`config.mk`:
```
export PLATFORM = sky130hd
export DESIGN_NAME = serial_word_rx
export DESIGN_NICKNAME = d
export VERILOG_FILES = /design/src/rtl/serial_rx_pkg.sv /design/src/rtl/rx_shift_reg.sv /design/src/rtl/serial_word_rx.sv
export SDC_FILE = /design/constraint.sdc
export NUM_CORES = 1
export LEC_CHECK = 0
export ABC_AREA = 1
export CAP_MARGIN = 20
export CORE_MARGIN = 2
export CORE_UTILIZATION = 44
export CTS_CLUSTER_SIZE = 40
export DETAILED_ROUTE_END_ITERATION = 16
export GPL_ROUTABILITY_DRIVEN = 0
export PLACE_DENSITY = 0.75
export SLEW_MARGIN = 40
export SYNTH_ARGS = -nofsm -noshare
export SYNTH_HDL_FRONTEND = slang
export SYNTH_SLANG_ARGS = --single-unit
```
`constraint.sdc`:
```
create_clock -name i_clk -period 1.6 [get_ports i_clk]
set_clock_uncertainty 0.2 [all_clocks]
set_input_delay 0.24 -clock i_clk [delete_from_list [all_inputs] [get_ports i_clk]]
set_output_delay 0.24 -clock i_clk [all_outputs]
set_load 0.01 [all_outputs]
```
`src/rtl/serial_rx_pkg.sv`:
```
// Shared types and line levels for the serial word receiver.
package serial_rx_pkg;

   typedef enum logic [2:0] {IDLE, DATA, PARITY, STOP, BREAK} rx_state_t;

   localparam logic SIN_IDLE  = 1'b1;
   localparam logic START_BIT = 1'b0;

endpackage

```
`src/rtl/rx_shift_reg.sv`:
```
// W-bit right-shift deserialiser with a running XOR of every bit shifted in.
module rx_shift_reg #(
   parameter int W = 4
) (
   input  logic         i_clk,
   input  logic         i_reset,
   input  logic         i_clr,
   input  logic         i_shift,
   input  logic         i_bit,
   output logic [W-1:0] o_data,
   output logic         o_acc
);

   logic [W-1:0] sr_q, sr_d;
   logic         acc_q, acc_d;

   always_comb begin
      sr_d  = sr_q;
      acc_d = acc_q;
      if (i_clr) begin
         sr_d  = '0;
         acc_d = 1'b0;
      end else if (i_shift) begin
         // New bit enters at the MSB so LSB-first data ends up in place.
         sr_d        = sr_q >> 1;
         sr_d[W-1]   = i_bit;
         acc_d       = acc_q ^ i_bit;
      end
   end

   always_ff @(posedge i_clk or posedge i_reset) begin
      if (i_reset) begin
         sr_q  <= '0;
         acc_q <= 1'b0;
      end else begin
         sr_q  <= sr_d;
         acc_q <= acc_d;
      end
   end

   assign o_data = sr_q;
   assign o_acc  = acc_q;

endmodule

```
`src/rtl/serial_word_rx.sv`:
```
// Frame receiver: start / W data bits LSB first / optional even parity / stop.
// Good words are presented on o_data with a one-cycle o_load strobe.
module serial_word_rx
   import serial_rx_pkg::*;
#(
   parameter int W         = 4,
   parameter bit PARITY_EN = 1'b1
) (
   input  logic         i_clk,
   input  logic         i_reset,
   input  logic         i_sin,
   input  logic         i_sample_en,
   output logic [W-1:0] o_data,
   output logic         o_load,
   output logic         o_parity_err,
   output logic         o_frame_err,
   output logic         o_busy
);

   localparam int CW = $clog2(W + 1);

   rx_state_t    state_q, state_d;
   logic [CW-1:0] cnt_q, cnt_d;
   logic         perr_q, perr_d;
   logic [W-1:0] data_q, data_d;
   logic         load_q, load_d;
   logic         perr_pulse_q, perr_pulse_d;
   logic         ferr_q, ferr_d;

   logic         sr_clr, sr_shift, sr_acc;
   logic [W-1:0] sr_data;

   rx_shift_reg #(.W(W)) u_shift (
      .i_clk   (i_clk),
      .i_reset (i_reset),
      .i_clr   (sr_clr),
      .i_shift (sr_shift),
      .i_bit   (i_sin),
      .o_data  (sr_data),
      .o_acc   (sr_acc)
   );

   always_comb begin
      state_d      = state_q;
      cnt_d        = cnt_q;
      perr_d       = perr_q;
      data_d       = data_q;
      load_d       = 1'b0;
      perr_pulse_d = 1'b0;
      ferr_d       = 1'b0;
      sr_clr       = 1'b0;
      sr_shift     = 1'b0;
      if (i_sample_en) begin
         case (state_q)
            IDLE: begin
               if (i_sin == START_BIT) begin
                  state_d = DATA;
                  cnt_d   = '0;
                  perr_d  = 1'b0;
                  sr_clr  = 1'b1;
               end
            end
            DATA: begin
               sr_shift = 1'b1;
               cnt_d    = cnt_q + CW'(1);
               if (cnt_q == CW'(W - 1)) begin
                  state_d = PARITY_EN ? PARITY : STOP;
               end
            end
            PARITY: begin
               perr_d  = sr_acc ^ i_sin;
               state_d = STOP;
            end
            STOP: begin
               // A bad stop bit outranks a parity mismatch.
               if (i_sin == SIN_IDLE) begin
                  state_d = IDLE;
                  if (perr_q) begin
                     perr_pulse_d = 1'b1;
                  end else begin
                     data_d = sr_data;
                     load_d = 1'b1;
                  end
               end else begin
                  ferr_d  = 1'b1;
                  state_d = BREAK;
               end
            end
            BREAK: begin
               if (i_sin == SIN_IDLE) begin
                  state_d = IDLE;
               end
            end
            default: state_d = IDLE;
         endcase
      end
   end

   always_ff @(posedge i_clk or posedge i_reset) begin
      if (i_reset) begin
         state_q      <= IDLE;
         cnt_q        <= '0;
         perr_q       <= 1'b0;
         data_q       <= '0;
         load_q       <= 1'b0;
         perr_pulse_q <= 1'b0;
         ferr_q       <= 1'b0;
      end else begin
         state_q      <= state_d;
         cnt_q        <= cnt_d;
         perr_q       <= perr_d;
         data_q       <= data_d;
         load_q       <= load_d;
         perr_pulse_q <= perr_pulse_d;
         ferr_q       <= ferr_d;
      end
   end

   assign o_data       = data_q;
   assign o_load       = load_q;
   assign o_parity_err = perr_pulse_q;
   assign o_frame_err  = ferr_q;
   assign o_busy       = (state_q != IDLE);

endmodule
```
==> impl_metrics.env, run 1 <==
export IMPL_holdBufCountCts=0
export IMPL_cp_cell_sequence="buf_4 -> buf_4 -> nor2_4 -> nand3_4 -> o21ai_1 -> nor2_1"
export IMPL_synth_area_leaders="dfrtp_1 (49%), nand2_1 (13%), nor2_1 (6.2%), nand3_1 (5.7%), inv_1 (2.7%)"
export IMPL_cp_start_kind="flip-flop"
export IMPL_final_cells=169
export IMPL_syn_area_sq_um=973.4
export IMPL_cts_htree_levels=1
export IMPL_critPathMostFrequentCell="buf_4"
export IMPL_rows=17
export IMPL_core_area_sq_um=2148
export IMPL_tightest_slew_ps=243.0
export IMPL_synth_compound_area_frac=0.05270
export IMPL_cp_end_kind="flip-flop"
export IMPL_ff2ff_path_depth=6
export IMPL_root_buffer="clkbuf_4"
export IMPL_avgSynthCellArea_sq_um=8.392
export IMPL_cts_buffers=3
export IMPL_ant_nets=0
export IMPL_synthAdderAreaFrac=0.02571
export IMPL_synth_top_cell_by_area="dfrtp_1"
export IMPL_period_needed_ps=1506
export IMPL_synth_seq_cells=19
export IMPL_max_stage_delay_ps=400
export IMPL_syn2layout_area_growth_pct=25.32
export IMPL_drc=0
export IMPL_status="finished clean"
export IMPL_ys_flop_type="dfrtp_1"
export IMPL_synth_top_family_by_area="simple AND/OR/NAND/NOR gates"
export IMPL_grt_max_degree=20
export IMPL_synthCells=116
export IMPL_peakVddDrop_v=0.0009398
export IMPL_rsz0062_at_grt="false"
export IMPL_synth_simple_gate_area_share=0.3599
export IMPL_p_leak_nw=0.6889
export IMPL_post_place_cells=164
export IMPL_drv_cap=0
export IMPL_yosys_warnings=0
export IMPL_tritoncts="done"
export IMPL_synth_commonest_cells="nand2_1 (34), dfrtp_1 (19), nor2_1 (16)"
export IMPL_fin_crit_sh=0.9415
export IMPL_clock_sinks=19
export IMPL_cp_slowest_cell="dfrtp_1"
export IMPL_slew_violations=0
export IMPL_nets=148
export IMPL_fin_util=0.5679
export IMPL_p_per_area_nw_per_um2=1642
export IMPL_io_pins=12
export IMPL_clockBufferDepth=2
export IMPL_fmax_mhz=663.8
export IMPL_via_per_inst=4.769
export IMPL_ys_seq_area_frac=0.4884
export IMPL_hold_viol_final=0
export IMPL_crit_cells=6
export IMPL_worst_path_buf_inv=2
export IMPL_die_area_sq_um=2605
export IMPL_synth_top_area_frac=0.4884
export IMPL_worstPathMaxFanout=10
export IMPL_maxSlewHeadroom=0.8380
export IMPL_synth_xor_area_frac=0.008997
export IMPL_die_height_um=51.04
export IMPL_dr_pass1_iters=4
export IMPL_drive_gt1_frac=0.2270
export IMPL_synth_cell_types=21
export IMPL_critical_path_top_delay_family="flip-flops"
export IMPL_synth_most_common_cell="nand2_1"
export IMPL_syn_num_nets=122
export IMPL_critical_path_class="reg2reg"
export IMPL_detail_route_wl_per_cell_um=10.88
export IMPL_async_reset_ff_frac=1.000
export IMPL_grt_pass1_vias=761
export IMPL_critPathArrivalTime_ps=1510
export IMPL_wl_mm=1.838
export IMPL_grt_pass1_wl_mm=3.153
export IMPL_grtUsageTotal=0.1614
export IMPL_dp_hpwl_mm=1.389
export IMPL_start_util=0.4531
export IMPL_grt_ovfl_total=0
export IMPL_hp_class="in2async"
export IMPL_synthMuxAreaShare=0
export IMPL_die_w_um=51.04
export IMPL_path_clk_slew_ps=110
export IMPL_antenna_found_initial=0
export IMPL_clk_latency_ps=300
export IMPL_setup_viol_count_final=0
export IMPL_critPathRequiredTime_ps=1600
export IMPL_routed_via_count=806
export IMPL_insertedDiodeCount=0
export IMPL_io_buffers=11
export IMPL_synth_edf_count=0
export IMPL_setup_tns_ps=0
export IMPL_drt_initial_drc_count=19
==> per-stage QoR <==
stage	cell area [sq um]	total power, mW	hold WS, ps	worst slack (ps)
after detailed placement	1199	1.813	264.4	-32.82
after global placement	1199	1.781	259.9	8.084
after CTS	1216	2.019	54.45	-29.16
after floorplan	973.4	1.410	-8.868	275.6
final	1220	2.004	54.51	93.62
after global routing	1220	2.180	72.66	6.318
==> logic make-up after synthesis <==
logic type | Yosys count
buffers and inverters | 13
flip-flops | 19
adder cells (fa/ha/maj) | 2
AO/OA/AOI/OAI | 8
AND/OR/NAND/NOR | 73
XOR/XNOR | 1
==> timing repair <==
action,in CTS,in global routing
endpoints found under the setup margin,8,1
setup buffers,0,1
pin swaps,0,1
gates resized for setup,8,2
==> cells in the final DEF (no fill, tap or decap), drive strengths merged <==
master and n:
inv 10, nand3 12, nand2 39, ha 2, nand4 1, nor3b 1, dfrtp 19, clkbuf 4
nor2 20, o21ai 5, o21bai 3, clkinv 3, xor2 1, buf 11, clkdlybuf4s50 3, dlygate4sd2 7
==> area by class of cell <==
| cell class | instances | area, sq um |
|---|---|---|
| fill | 194 | 928.4 |
| sequential | 19 | 475.5 |
| multi-input combinational | 84 | 435.4 |
| timing repair buffer | 22 | 191.4 |
| inverter | 12 | 55.05 |
| tap | 28 | 35.03 |
| clock buffer | 3 | 22.52 |
| clock inverter | 1 | 5.005 |
==> path summary, 6_finish.rpt <==
kind	startpoint	endpoint	slack (ps)
hold / removal	i_reset	o_data[0]	50
setup / recovery	state_q[2]	u_shift.o_data[2]	90
min in group i_clk	o_data[3]	o_data[3]	280
setup reg to reg	state_q[2]	u_shift.o_data[2]	90
max in group asynchronous	i_reset	state_q[2]	940
hold reg to reg	o_data[3]	o_data[3]	280
==> metal layers <==
layer  GRT usage  part of all wire  vias up
li1            -                 -      413
met1      0.2072              0.49      379
met2      0.2619              0.47       12
met3     0.02632             0.032        2
met4     0.08108            0.0060        0
met5           0                 0        -
==> report_power, final <==
group	switching [mW]	leakage, nW	total, mW	internal (mW)
logic	0.562	0.422	0.995	0.433
registers	0.110	0.249	0.765	0.655
clock network	0.150	0.0177	0.243	0.0931
total	0.822	0.689	2.00	1.18
==> worst min-delay path, stage by stage <==
cell             delay, ps
clkdlybuf4s50_1        400
inv_1                   50
buf_4                  250
==> registers in the layout (all words and copies together) (netlist names) <==
| register | count |
|---|---|
| o_frame_err | 1 |
| state_q | 3 |
| cnt_q | 3 |
| u_shift.o_acc | 1 |
| perr_q | 1 |
| o_load | 1 |
| o_parity_err | 1 |
| o_data | 4 |
| u_shift.o_data | 4 |
Note: power is estimated with default switching activity, not from simulation.
==> run 2, diff against run 1 <==
--- a/config.mk
+++ b/config.mk
@@ -8,3 +8,2 @@
 export ABC_AREA = 1
-export CAP_MARGIN = 20
 export CORE_MARGIN = 2
@@ -15,2 +14,3 @@
 export PLACE_DENSITY = 0.75
+export SKIP_LAST_GASP = 1
 export SLEW_MARGIN = 40
--- a/constraint.sdc
+++ b/constraint.sdc
@@ -4,2 +4,2 @@
 set_output_delay 0.24 -clock i_clk [all_outputs]
-set_load 0.01 [all_outputs]
+set_load 0.1 [all_outputs]
==> run 2 against run 1 <==
Net effect: count of clock-buffer cells in the layout did not move; die area did not move; flip-flop and latch count did not move; global-route usage rose by 1.8 points; via count fell by 0.99%; first-iteration DRC count fell by 21%; critical path type is now reg2out; largest cell class unchanged.
==> impl_metrics.env, run 2 (same netlist as run 1, synthesis figures left out) <==
export IMPL_peakVddDrop_v=0.001149
export IMPL_dp_hpwl_mm=1.389
export IMPL_setup_viol_count_final=0
export IMPL_routed_via_count=798
export IMPL_tritoncts="done"
export IMPL_path_clk_slew_ps=110
export IMPL_place_area_sq_um=1219
export IMPL_layout_common_cells="nand2_1 (34), nor2_1 (16), dfrtp_1 (16)"
export IMPL_dr_pass1_iters=4
export IMPL_clockBufferDepth=2
export IMPL_cts_htree_levels=1
export IMPL_period_needed_ps=1589
export IMPL_setup_ws_ps=11.20
export IMPL_status="finished clean"
export IMPL_antenna_found_initial=0
export IMPL_highest_layer="met4"
export IMPL_maxSlewHeadroom=0.8378
export IMPL_critPathArrivalTime_ps=1150
export IMPL_hp_class="in2async"
export IMPL_p_leak_nw=0.6720
export IMPL_stdcell_area_sq_um=1280
export IMPL_cts_buffers=3
export IMPL_critical_path_class="reg2out"
export IMPL_drc=0
export IMPL_grt_ovfl_total=0
export IMPL_dp_slack_ps=-29.95
export IMPL_drt_initial_drc_count=15
export IMPL_timing_rr_end="cnt_q[1]"
export IMPL_root_buffer="clkbuf_4"
export IMPL_detail_route_wl_per_cell_um=11.35
export IMPL_cp_end_kind="primary output"
export IMPL_nets=143
export IMPL_wl_met2_um=984
export IMPL_core_area_sq_um=2148
export IMPL_die_area_sq_um=2605
export IMPL_rsz0062_at_grt="true"
export IMPL_drv_cap=0
export IMPL_p_per_area_nw_per_um2=2074
export IMPL_wl_met1_um=810
export IMPL_reg2reg_from="state_q[2]"
export IMPL_ant_nets=0
export IMPL_nFillCells=190
export IMPL_grt_max_degree=20
export IMPL_ff2ff_path_depth=7
export IMPL_grtUsageTotal=0.1789
export IMPL_io_pins=12
export IMPL_worstPathMaxFanout=3
export IMPL_wl_mm=1.862
export IMPL_clock_sinks=19
export IMPL_hold_viol_final=0
export IMPL_r2r_setup_slack_ps=100
export IMPL_grt_pass1_vias=762
export IMPL_tightest_slew_ps=240.8
export IMPL_rows=17
export IMPL_grt_pass1_wl_mm=3.408
export IMPL_fmax_mhz=629.4
export IMPL_via_per_inst=4.866
export IMPL_fin_crit_sh=0.9930
export IMPL_start_util=0.4531
export IMPL_drive_gt1_frac=0.2721
export IMPL_die_w_um=51.04
export IMPL_clk_latency_ps=290
export IMPL_final_common_cell="nand2_1"
export IMPL_critPathRequiredTime_ps=1160
export IMPL_insertedDiodeCount=0
export IMPL_slew_violations=0
export IMPL_die_height_um=51.04
export IMPL_met3_length_um=48
export IMPL_cp_start_kind="flip-flop"
export IMPL_syn2layout_area_growth_pct=31.49
export IMPL_io_buffers=11
run 2: cell count changes in the layout (fill, tap and decap cells not counted), moves of 3 or more:
cell / delta
buf_4: -4
buf_12: +7
dfrtp_2: +3
dfrtp_1: -3
dlygate4sd2_1: -7
run 2: per-stage QoR:
step	hold WS [ps]	power (mW)	cells	TNS [ps]	util
after floorplan	-8.868	1.869	116	0	-
after global placement	256.8	2.297	157	-75.32	0.5673
after detailed placement	259.9	2.333	157	-181.1	0.5673
after CTS	57.55	2.637	163	0	0.5923
after global routing	92.50	2.845	164	-41.47	0.5958
final	46.45	2.655	164	0	0.5958
run 2: power breakdown:
group	internal [mW]	total (mW)	leakage [nW]	switching [mW]
clock network	0.0930	0.239	0.0177	0.146
logic	0.574	1.59	0.409	1.01
registers	0.663	0.830	0.245	0.167
run 2: critical path: stages, from the launching register on:
cell and delay, ps:
dfrtp_2 450, nor2_4 160, nand2_4 80, buf_12 160
run 2: layer usage:
layer / vias up / GRT usage
met5: - / 0
met3: 4 / 0.02924
met2: 11 / 0.3139
met1: 374 / 0.2133
met4: 0 / 0.08108
li1: 409 / -
run 2: worst max path at each step:
stage / start / to / cells after the start / slack, ps
after floorplan: state_q[2] / u_shift.o_data[0] / 6 / 60
after global placement: i_sin / o_data[1] / 6 / -20
after detailed placement: i_sin / o_data[2] / 6 / -30
after CTS: state_q[0] / o_busy / 3 / 3
after global routing: state_q[2] / o_busy / 3 / -40
final: state_q[2] / o_busy / 3 / 10
run 2: area by class of cell:
| class | instances | area, sq um | area share |
|---|---|---|---|
| Tap cell | 28 | 35.03 | 0.02737 |
| Multi-Input combinational cell | 84 | 445.4 | 0.3480 |
| Sequential cell | 19 | 479.2 | 0.3744 |
| Timing Repair Buffer | 17 | 235.2 | 0.1838 |
| Clock buffer | 3 | 22.52 | 0.01760 |
| Clock inverter | 1 | 5.005 | 0.003910 |
| Inverter | 12 | 57.56 | 0.04497 |
run 2: repair_timing:
item,4_1_cts,5_1_grt
hold buffers,0,0
setup buffers,2,1
resized for setup,5,0
setup endpoints to repair,1,1
pin swaps,0,2
==> run 3, diff against run 2 <==
Settings changed: CORE_MARGIN 2 to not set, PLACE_DENSITY 0.75 to 0.77.
==> run 3 against run 2 <==
Net effect: routed wire length about the same; setup slack improved by 4.5 ps; clock power about the same; maximum frequency increased by 0.29%; via count increased by 0.88%; final cell count increased by 1.8%; global-route usage decreased by 0.69 points; critical path depth unchanged; worst hold slack improved by 10 ps; first-iteration DRC count decreased by 13%; core utilization increased by 5.1 points; die area decreased by 7.7%.
==> impl_metrics.env, run 3 (same netlist as run 1, synthesis figures left out) <==
export IMPL_status="finished clean"
export IMPL_timing_rr_end="u_shift.o_data[1]"
export IMPL_root_buffer="clkbuf_4"
export IMPL_ant_nets=0
export IMPL_worstPathMaxFanout=3
export IMPL_detail_route_wl_per_cell_um=11.14
export IMPL_io_pins=12
export IMPL_critical_path_class="reg2out"
export IMPL_start_util=0.4814
export IMPL_core_area_sq_um=2022
export IMPL_drc=0
export IMPL_cts_htree_levels=1
export IMPL_via_per_inst=4.820
export IMPL_hp_class="in2async"
export IMPL_dr_pass1_iters=4
export IMPL_hold_viol_final=0
export IMPL_wl_mm=1.861
export IMPL_r2r_setup_slack_ps=110
export IMPL_nets=147
export IMPL_clock_sinks=19
export IMPL_insertedDiodeCount=0
export IMPL_power_mw=2.720
export IMPL_grt_max_degree=20
export IMPL_fin_crit_sh=0.9902
export IMPL_drive_gt1_frac=0.2857
export IMPL_critPathRequiredTime_ps=1160
export IMPL_io_buffers=11
export IMPL_clockBufferDepth=2
export IMPL_setup_viol_count_final=0
export IMPL_nFillCells=158
export IMPL_cts_buffers=3
export IMPL_ff2ff_path_depth=7
export IMPL_die_w_um=49.04
export IMPL_fmax_mhz=631.2
export IMPL_p_leak_nw=0.6883
export IMPL_die_area_sq_um=2404
export IMPL_p_per_area_nw_per_um2=2080
export IMPL_clk_latency_ps=290
export IMPL_slew_violations=0
export IMPL_fin_util=0.6467
export IMPL_drt_initial_drc_count=13
export IMPL_antenna_found_initial=0
export IMPL_syn2layout_area_growth_pct=34.32
export IMPL_layout_common_cells="nand2_1 (34), nor2_1 (16), dfrtp_1 (16)"
export IMPL_peakVddDrop_v=0.0009649
export IMPL_grt_ovfl_total=0
export IMPL_critPathArrivalTime_ps=1140
export IMPL_cp_end_kind="primary output"
export IMPL_grt_pass1_wl_mm=3.153
export IMPL_setup_tns_ps=0
export IMPL_rows=16
export IMPL_maxSlewHeadroom=0.8428
export IMPL_tightest_slew_ps=235.8
export IMPL_routed_via_count=805
export IMPL_die_height_um=49.04
export IMPL_final_common_cell="nand2_1"
export IMPL_path_clk_slew_ps=110
export IMPL_period_needed_ps=1584
export IMPL_dp_hpwl_mm=1.346
export IMPL_ff_latch_area_sq_um=479.2
export IMPL_cp_start_kind="flip-flop"
export IMPL_multi_input_area_sq_um=445.4
export IMPL_drv_cap=0
export IMPL_grt_pass1_vias=746
export IMPL_grtUsageTotal=0.1720
export IMPL_tritoncts="done"
export IMPL_reg2reg_from="state_q[2]"
==> run 3: cell count changes in the layout (fill, tap and decap cells not counted) <==
cell	previous run	this run
buf_4	6	10
clkinv_2	1	0
clkbuf_1	0	1
==> run 3: critical path: stages (launching register included) <==
cell and delay (ps):
dfrtp_2 450, nor2_4 160, nand2_4 80, buf_12 160
==> run 3: final cells by class <==
class | count | area share
Clock buffer | 4 | 0.02010
Inverter | 12 | 0.04402
Multi-Input combinational cell | 84 | 0.3407
Sequential cell | 19 | 0.3665
Tap cell | 27 | 0.02584
Timing Repair Buffer | 21 | 0.2029
==> run 3: worst max path at each step <==
stage	start	end	slack, ps	depth (start not counted)
2_1_floorplan	state_q[2]	u_shift.o_data[0]	60	6
3_3_place_gp	i_sample_en	o_data[1]	-10	6
3_5_place_dp	i_sample_en	o_data[1]	-20	6
4_1_cts	state_q[0]	o_busy	3	3
5_1_grt	state_q[2]	o_busy	-3	3
6_report	state_q[2]	o_busy	20	3
==> run 3: what timing repair did <==
action / 4_1_cts / 5_1_grt
hold buffers: 0 / 0
resized for setup: 5 / 0
pin swaps: 0 / 2
buffers inserted: 2 / 3
endpoints found under the setup margin: 1 / 1
==> run 3: power by group <==
part | switching, mW | internal, mW
Combinational | 1.03 | 0.616
Sequential | 0.176 | 0.663
Clock | 0.142 | 0.0968
==> run 3: routing by layer <==
metal,GRT usage,routed length [um],vias up
li1,-,-,415
met5,0,0,-
met1,0.2343,902,378
met2,0.2662,894,12
met3,0.03427,63,0
met4,0.07353,0,0
==> run 3: through the flow <==
| step | instance area [sq um] | setup WS [ps] | hold slack (ps) | std cells |
|---|---|---|---|---|
| 6_report | 1308 | 15.73 | 56.80 | 167 |
| 5_1_grt | 1308 | -2.970 | 94.12 | 167 |
| 4_1_cts | 1285 | 3.010 | 69.21 | 164 |
| 3_5_place_dp | 1232 | -19.92 | 281.4 | 158 |
| 3_3_place_gp | 1232 | -10.43 | 267.5 | 158 |
| 2_1_floorplan | 978.4 | 56.99 | -8.868 | 116 |
